### src/rtl/data_mem_responder.sv
// Wait-stated data-memory responder for the MEM stage: serves loads/stores from a local word array.
// Optional MEM_STATS_EN adds saturating rd_count/wr_count outputs for completed good accesses.
module data_mem_responder #(
   parameter int unsigned DEPTH_WORDS = 64,
   parameter int unsigned BASE_ADDR   = 1024,
   parameter int unsigned WAIT_CYCLES = 3
) (
   input  logic        clk,
   input  logic        rst,
   input  logic        mem_r_en,
   input  logic        mem_w_en,
   input  logic [31:0] addr,
   input  logic [31:0] wdata,
   output logic [31:0] rdata,
   output logic        ready,
   output logic        err
`ifdef MEM_STATS_EN
   ,
   output logic [15:0] rd_count,
   output logic [15:0] wr_count
`endif
);

   localparam int unsigned IDX_W = (DEPTH_WORDS > 1) ? $clog2(DEPTH_WORDS) : 1;
   localparam int unsigned CNT_W = (WAIT_CYCLES > 2) ? $clog2(WAIT_CYCLES) : 1;
   localparam logic [31:0] BASE  = 32'(BASE_ADDR);
   localparam logic [31:0] SPAN  = 32'(4 * DEPTH_WORDS);
   localparam logic [CNT_W-1:0] CNT_LOAD =
      CNT_W'((WAIT_CYCLES > 0) ? (WAIT_CYCLES - 1) : 0);

   typedef enum logic [1:0] {
      S_IDLE = 2'd0,
      S_BUSY = 2'd1,
      S_DONE = 2'd2
   } state_e;

   state_e            state_q, state_d;
   logic [CNT_W-1:0]  cnt_q, cnt_d;
   logic [31:0]       rdata_q, rdata_d;
   logic              err_q, err_d;
   logic [31:0]       mem_q [DEPTH_WORDS];

   logic              req_c;
   logic [31:0]       off_c;
   logic              bad_c;
   logic [IDX_W-1:0]  idx_c;
   logic              complete_c;
   logic              mem_we_c;

   // Address decode; addresses below BASE wrap high and fall out of range.
   assign req_c = mem_r_en | mem_w_en;
   assign off_c = addr - BASE;
   assign bad_c = (addr[1:0] != 2'b00) || (off_c >= SPAN);
   assign idx_c = off_c[IDX_W+1:2];

   // Next-state, wait counter and completion-edge data capture.
   always_comb begin
      state_d    = state_q;
      cnt_d      = cnt_q;
      rdata_d    = rdata_q;
      err_d      = 1'b0;
      complete_c = 1'b0;
      case (state_q)
         S_IDLE: begin
            if (req_c) begin
               if (WAIT_CYCLES == 0) begin
                  state_d    = S_DONE;
                  complete_c = 1'b1;
               end else begin
                  state_d = S_BUSY;
                  cnt_d   = CNT_LOAD;
               end
            end
         end
         S_BUSY: begin
            if (!req_c) begin
               state_d = S_IDLE;
            end else if (cnt_q == '0) begin
               state_d    = S_DONE;
               complete_c = 1'b1;
            end else begin
               cnt_d = cnt_q - 1'b1;
            end
         end
         S_DONE:  state_d = S_IDLE;
         default: state_d = S_IDLE;
      endcase

      if (complete_c) begin
         err_d = bad_c;
         if (mem_w_en) begin
            if (mem_r_en) rdata_d = '0;
         end else begin
            rdata_d = bad_c ? '0 : mem_q[idx_c];
         end
      end
   end

   always_ff @(posedge clk or posedge rst) begin
      if (rst) begin
         state_q <= S_IDLE;
         cnt_q   <= '0;
         rdata_q <= '0;
         err_q   <= 1'b0;
      end else begin
         state_q <= state_d;
         cnt_q   <= cnt_d;
         rdata_q <= rdata_d;
         err_q   <= err_d;
      end
   end

   // Array contents survive reset; a held reset still blocks the zero-wait write path.
   assign mem_we_c = complete_c & mem_w_en & ~bad_c & ~rst;

   always_ff @(posedge clk) begin
      if (mem_we_c) mem_q[idx_c] <= wdata;
   end

   assign rdata = rdata_q;
   assign err   = err_q;
   assign ready = ((state_q == S_IDLE) && !req_c) || (state_q == S_DONE);

`ifdef MEM_STATS_EN
   logic [15:0] rd_cnt_q, rd_cnt_d;
   logic [15:0] wr_cnt_q, wr_cnt_d;

   // Saturating counts of completed, error-free accesses.
   always_comb begin
      rd_cnt_d = rd_cnt_q;
      wr_cnt_d = wr_cnt_q;
      if (complete_c && !bad_c) begin
         if (mem_w_en) begin
            if (wr_cnt_q != 16'hFFFF) wr_cnt_d = wr_cnt_q + 16'd1;
         end else begin
            if (rd_cnt_q != 16'hFFFF) rd_cnt_d = rd_cnt_q + 16'd1;
         end
      end
   end

   always_ff @(posedge clk or posedge rst) begin
      if (rst) begin
         rd_cnt_q <= '0;
         wr_cnt_q <= '0;
      end else begin
         rd_cnt_q <= rd_cnt_d;
         wr_cnt_q <= wr_cnt_d;
      end
   end

   assign rd_count = rd_cnt_q;
   assign wr_count = wr_cnt_q;
`endif

endmodule

### config.mk
export PLATFORM = sky130hd
export DESIGN_NAME = data_mem_responder
export DESIGN_NICKNAME = d
export VERILOG_FILES = /design/src/rtl/data_mem_responder.sv
export SDC_FILE = /design/constraint.sdc
export NUM_CORES = 2
export LEC_CHECK = 0
export CORE_ASPECT_RATIO = 0.5
export CORE_UTILIZATION = 55
export DETAILED_ROUTE_END_ITERATION = 10
export PLACE_DENSITY = 0.71
export SYNTH_ARGS = -nofsm -noshare
export SYNTH_HDL_FRONTEND = slang
export SYNTH_SLANG_ARGS = --single-unit
### constraint.sdc
create_clock -name clk -period 3.95 [get_ports clk]
set_clock_uncertainty 0.15 [all_clocks]
set_input_delay 0.5925 -clock clk [delete_from_list [all_inputs] [get_ports clk]]
set_output_delay 0.5925 -clock clk [all_outputs]
set_load 0.02 [all_outputs]
* Word level (Yosys, flattened, before mapping) *
Memory sizes are Yosys's and may differ from the RTL's.
Index checks and enable logic that the tools add are counted.

word-level totals
  word-level logic and storage cells = 49
  input port bits = 68
  memories = 1
  flip-flop bits (word level) = 37
  bits in writable memories = 2,048
  output and inout port bits = 34

memory list
  memory  depth  bits a word  rd ports  clocked after memory_dff  write ports  RTL line  text
  mem_q   64     32           1         0                         1            41        logic [31:0] mem_q [DEPTH_WORDS];

cells by class
  mux-type cells = 17
  $lt $le $gt $ge = 1
  bitwise gates (word level) = 6
  add/subtract/negate cells = 2
  reductions and logical operators = 11
  equal/unequal tests = 7

operators by type and width
  cell                    number
  $mux 32                 3
  $ge 32x9->1 const B     1
  $sub 32x11->32 const B  1
  $mux 2                  6
  $ne 2x2->1 const B      4
  $pmux 2 s2              2
  $mux 1                  6
  $logic_not 2->1         2
  $reduce_and 2->1        2
  $reduce_and 4->1        1
  $reduce_bool 2->1       2
  $and 1x1->1             3
  $ne 3x3->1 const B      1
  $eq 2x1->1 const B      1
  $eq 2x2->1 const B      1
  $logic_or 1x1->1        2
  $not 1->1               2
  $sub 2x1->2 const B     1
  $logic_and 1x1->1       1
  $logic_not 1->1         1
  $or 1x1->1              1

* Logic depth before layout (Yosys ltp) *
  depth after elaboration = 9
  gate-level depth with buffers = 11
  gate-level depth less buffers = 8

* Worst setup path after synthesis *
No wires, ideal clock.

  path type = in2reg
  from = in addr[1]
  to = mem mem_q[11][0], enable pin
  slack = 66 ps
  stages on the path = 7
  data required time = 3,379 ps
  buffers on the path = 1
  data arrival time = 3,313 ps
  cell sequence = nor4_1 > and4_1 > and2_1 > nor4bb_1 > clkbuf_1 > nand3_1 > nor2_1

between the ends
  longest elaborated chain between the ends = 8
  elaborated cells on any way between the ends = 9
  those cells by class = add/sub: 1; order compare: 1; mux: 2; bitwise: 3; reduce/logical: 2

RTL lines
  element                       RTL line  text
  start, declared               12        input logic [31:0] addr,
  $sub 32x11->32                52        assign off_c = addr - BASE;
  $ge 32x9->1                   53        assign bad_c = (addr[1:0] != 2'b00) || (off_c >= SPAN);
  $logic_or 1x1->1              53
  $not 1->1                     114       assign mem_we_c = complete_c & mem_w_en & ~bad_c & ~rst;
  $and 1x1->1 (2 in series)     114
  $mux 1                        117       if (mem_we_c) mem_q[idx_c] <= wdata;
  $mux 1 (not written as such)  117
  end, declared                 41

Parallel ways exist; a longest one is shown, timed or not.

* Final worst setup path *
  from = in addr[2]
  to = reg rdata_q[19] (netlist: rdata[19])

between the ends
  longest elaborated chain between the ends = 5
  elaborated cells on any way between the ends = 6
  those cells by class = add/sub: 1; order compare: 1; mux: 2; reduce/logical: 1; memory: 1

RTL lines
  element               RTL line  text
  $sub 32x11->32 *      52
  $ge 32x9->1           53
  $logic_or 1x1->1      53
  $mux 32 *             94        rdata_d = bad_c ? '0 : mem_q[idx_c];
  $mux 32 *             91        if (mem_w_en) begin
  end signal, assigned  108       rdata_q <= rdata_d;
  end, declared         39        logic [31:0] rdata_q, rdata_d;

Every way passes the cells marked *; elsewhere a longest branch is shown, timed or not.
A chain may end at the register's enable or synchronous reset.

==> results.toml <==
[worst_setup_path]
critical_path.reg2reg.endpoint = "mem_q[32][18]$_DFFE_PP_"
worstSetupStartpoint = "addr[2]"
r2r_setup_slack_ns = 1.29
worstSetupStartpointType = "primary input"
path_max_fanout = 43
worst_setup_path_category = "primary input to register"
crit-reg2reg-launch = "cnt_q[0]$_DFFE_PP0P_"
timing.critical_path.arrival_ns = 3.84
kind_of_capture_point_of_the_worst_setup_path = "register"
cp-endpoint = "rdata[19]$_DFFE_PP0P_"
critPathRequiredTime_ns = 4.52
worst-r2r-cell-count = 9

[drt]
drt_pre_antenna_iters = 6
vias = 47237
wl_per_cell_um = 36.7
route.detailed.drc = 0
viasPerCell = 6.96
antenna_violating_nets_post_route = 0
drt_first_iter_violations = 8041
postRouteWirelength_um = 249000

[clocking]
clk_pin_slew_worst_paths_ns = 0.07
tritoncts.num_buffers = 175
cts.root.buffer_cell = "sky130_fd_sc_hd__clkbuf_16"
clock_latency_late_sink_ns = 0.82
tritoncts = "built"
cts.sinks = 2085
number_of_resized_instances_in_the_post_cts_repair_step = 0
clockBufferDepth = 3
h-tree-depth = 4
post-cts-setup-buffers = 0

[die]
die_y_um = 273
floorplan.die_area_um2 = 149000
core_area_um2 = 146000
die_width_um = 545
num_rows = 99
initial_cell_density_of_the_core_pct = 55.5
io-pin-count = 102

[timing]
final.setup.tns_ns = 0
final_critical_path_setup_slack_ns = 0.678
final_period_minus_worst_setup_slack_ns = 3.27
timing.final.hold_violations = 0
grt_setup_unrepaired = "false"
slew_headroom_pct = 15.3
max_frequency_ghz = 0.306
report.final.slew_viol_count = 0
finalCritPeriodShare_pct = 82.8
finish_stage_setup_viols = 0
worst_margin_slew_ns = 1.26

[hold_path]
worst_hold_path.num_cells = 2
hp-class = "primary input to register"

[placement]
dpl_worst_slack_ns = 0.0979
globalplace.congestion = 0.937
dp_cells = 6460
buffer_ports.inserted = 101
place_hpwl_um = 158000

[synth]
number_of_synthesized_flops_with_an_enable_pin = 2048
synthesized_instance_count = 4233
syn-cell-area_um2 = 81000
synth_top_cells_by_area = "sky130_fd_sc_hd__edfxtp_1, sky130_fd_sc_hd__mux4_2, sky130_fd_sc_hd__mux2_2"
synthDistinctLibCells = 87
synth_seq_area_share_pct = 77.0
synth_area_leader_cell = "sky130_fd_sc_hd__edfxtp_1"
ys.flop_type = "sky130_fd_sc_hd__edfxtp_1"
synth_area_per_cell_um2 = 19.1
synthArstFlopShare_pct = 1.77
synthesis.nets = 4302
ys.warnings.count = 0
ys_ff_latch = 2085
yosysTopAreaCellShare_pct = 75.9

[pwr]
power.ir.vdd_worst_mv = 0.390
p_per_area_nw_per_um2 = 476
total_leakage_power_uw = 0.0303

[global_route]
first_global_vias = 45401
grt_pass1_wl_um = 347000
initial_antenna_violation_count = 18
groute.usage.overall_pct = 33.7
grt_max_degree = 69
gr-total-overflow = 0

[run_status]
outcome = "completed"

[finish]
drive_above_1_share_pct = 24.7
layout.cells.most_common = "sky130_fd_sc_hd__edfxtp_1"
fin_nets = 4738
layout_common_cells = "sky130_fd_sc_hd__edfxtp_1, sky130_fd_sc_hd__buf_4, sky130_fd_sc_hd__o22ai_1"
post_layout_nonfiller_instances = 6790
n_fill_cell = 9498
syn_to_final_growth_pct = 15.8

[job]
max_cap_violations = 0
synthesized netlist by cell type, drive strengths merged (4+ instances only):
master,count
a22o,7
edfxtp,2048
a31oi,11
a221oi,29
nor2b,12
a222oi,8
o41ai,6
and3,7
or2,7
a211oi,31
o211ai,7
o2111ai,10
nor2,159
nand2b,8
nor3,16
dfrtp,37
a221o,14
a2bb2oi,35
nand3,33
mux2,213
clkbuf,65
a32o,21
buf,217
a211o,4
a32oi,9
mux4,189
o22a,15
a21oi,107
nand2,184
nor4,6
o221ai,121
a22oi,25
o21ai,80
inv,8
or3,4
o31ai,18
o22ai,244
mux2i,170
cells by family (layout without fill, tap and decap cells):
logic type | Yosys count | count (layout) | share of synthesized area (%)
AOI/OAI and AO/OA | 826 | 826 | 7.28
adders and majority gates | 1 | 1 | 0.0154
buffers and inverters | 291 | 873 | 2.62
other | 0 | 6 | 0
DFF | 2085 | 2085 | 77.0
muxes | 572 | 572 | 10.6
and+or+nand+nor | 458 | 458 | 2.49
metal layers:
layer	up-vias	wire, um	global-route usage, %
met5	-	82	0
met4	12	7500	10.3
met3	540	43500	14.4
met2	3938	108000	48.3
met1	24271	90500	47.1
li1	18476	-	-
how the worst min path moves through the flow:
stage	slack (ns)	endpoint	from
floorplan	0.34	state_q[0]$_DFFE_PP0P_	state_q[1]$_DFFE_PP0P_
global placement	0.35	state_q[0]$_DFFE_PP0P_	state_q[1]$_DFFE_PP0P_
detailed placement	0.37	rdata[23]$_DFFE_PP0P_	rdata[23]$_DFFE_PP0P_
CTS	0.10	mem_q[43][14]$_DFFE_PP_	wdata[14]
global route	0.14	mem_q[43][14]$_DFFE_PP_	wdata[14]
finish	0.13	mem_q[43][14]$_DFFE_PP_	wdata[14]
registers in the layout, summed over array words and instances (netlist names):
signal   count
cnt_q        2
err          1
mem_q     2048
rdata       32
state_q      2
critical path, stage by stage:
cell and delay [ns]:
sky130_fd_sc_hd__buf_8 0.20, sky130_fd_sc_hd__buf_4 0.32, sky130_fd_sc_hd__and2_4 0.19, sky130_fd_sc_hd__nand2_1 0.66, sky130_fd_sc_hd__o32ai_1 0.21, sky130_fd_sc_hd__o21ai_0 1.01, sky130_fd_sc_hd__o2111ai_1 0.26, sky130_fd_sc_hd__o31ai_1 0.29
per-stage QoR:
stage                     power, uW  hold slack, ns  utilization, %  instance area, um2
after floorplan               26000           0.337               -               81000
after global placement        27400           0.354            60.3               88100
after detailed placement      27400           0.366            60.3               88100
after CTS                     44600           0.102            64.3               93800
after global routing          45600           0.136            64.3               93900
final                         44700           0.125            64.3               93900
where the power goes:
group	switching (uW)	internal, uW
logic	1900	841
clock network	7890	9790
registers	11.2	24300
layout make-up:
| type | count | area (um2) | share of cell area, % |
|---|---|---|---|
| inverter | 8 | 40.0 | 0.0427 |
| timing repair buffer | 542 | 6130 | 6.53 |
| multi-input combinational | 1857 | 17000 | 18.1 |
| sequential | 2085 | 62400 | 66.5 |
| clock buffer | 206 | 4690 | 4.99 |
| clock inverter | 117 | 1080 | 1.15 |
| antenna | 6 | 15.0 | 0.0160 |
| tap | 1969 | 2460 | 2.62 |
timing repair:
action	in CTS	in global routing
endpoints found under the setup margin	0	0
hold buffers	1	0
hold endpoints to repair	13	0
(Power assumes the default switching activity.)
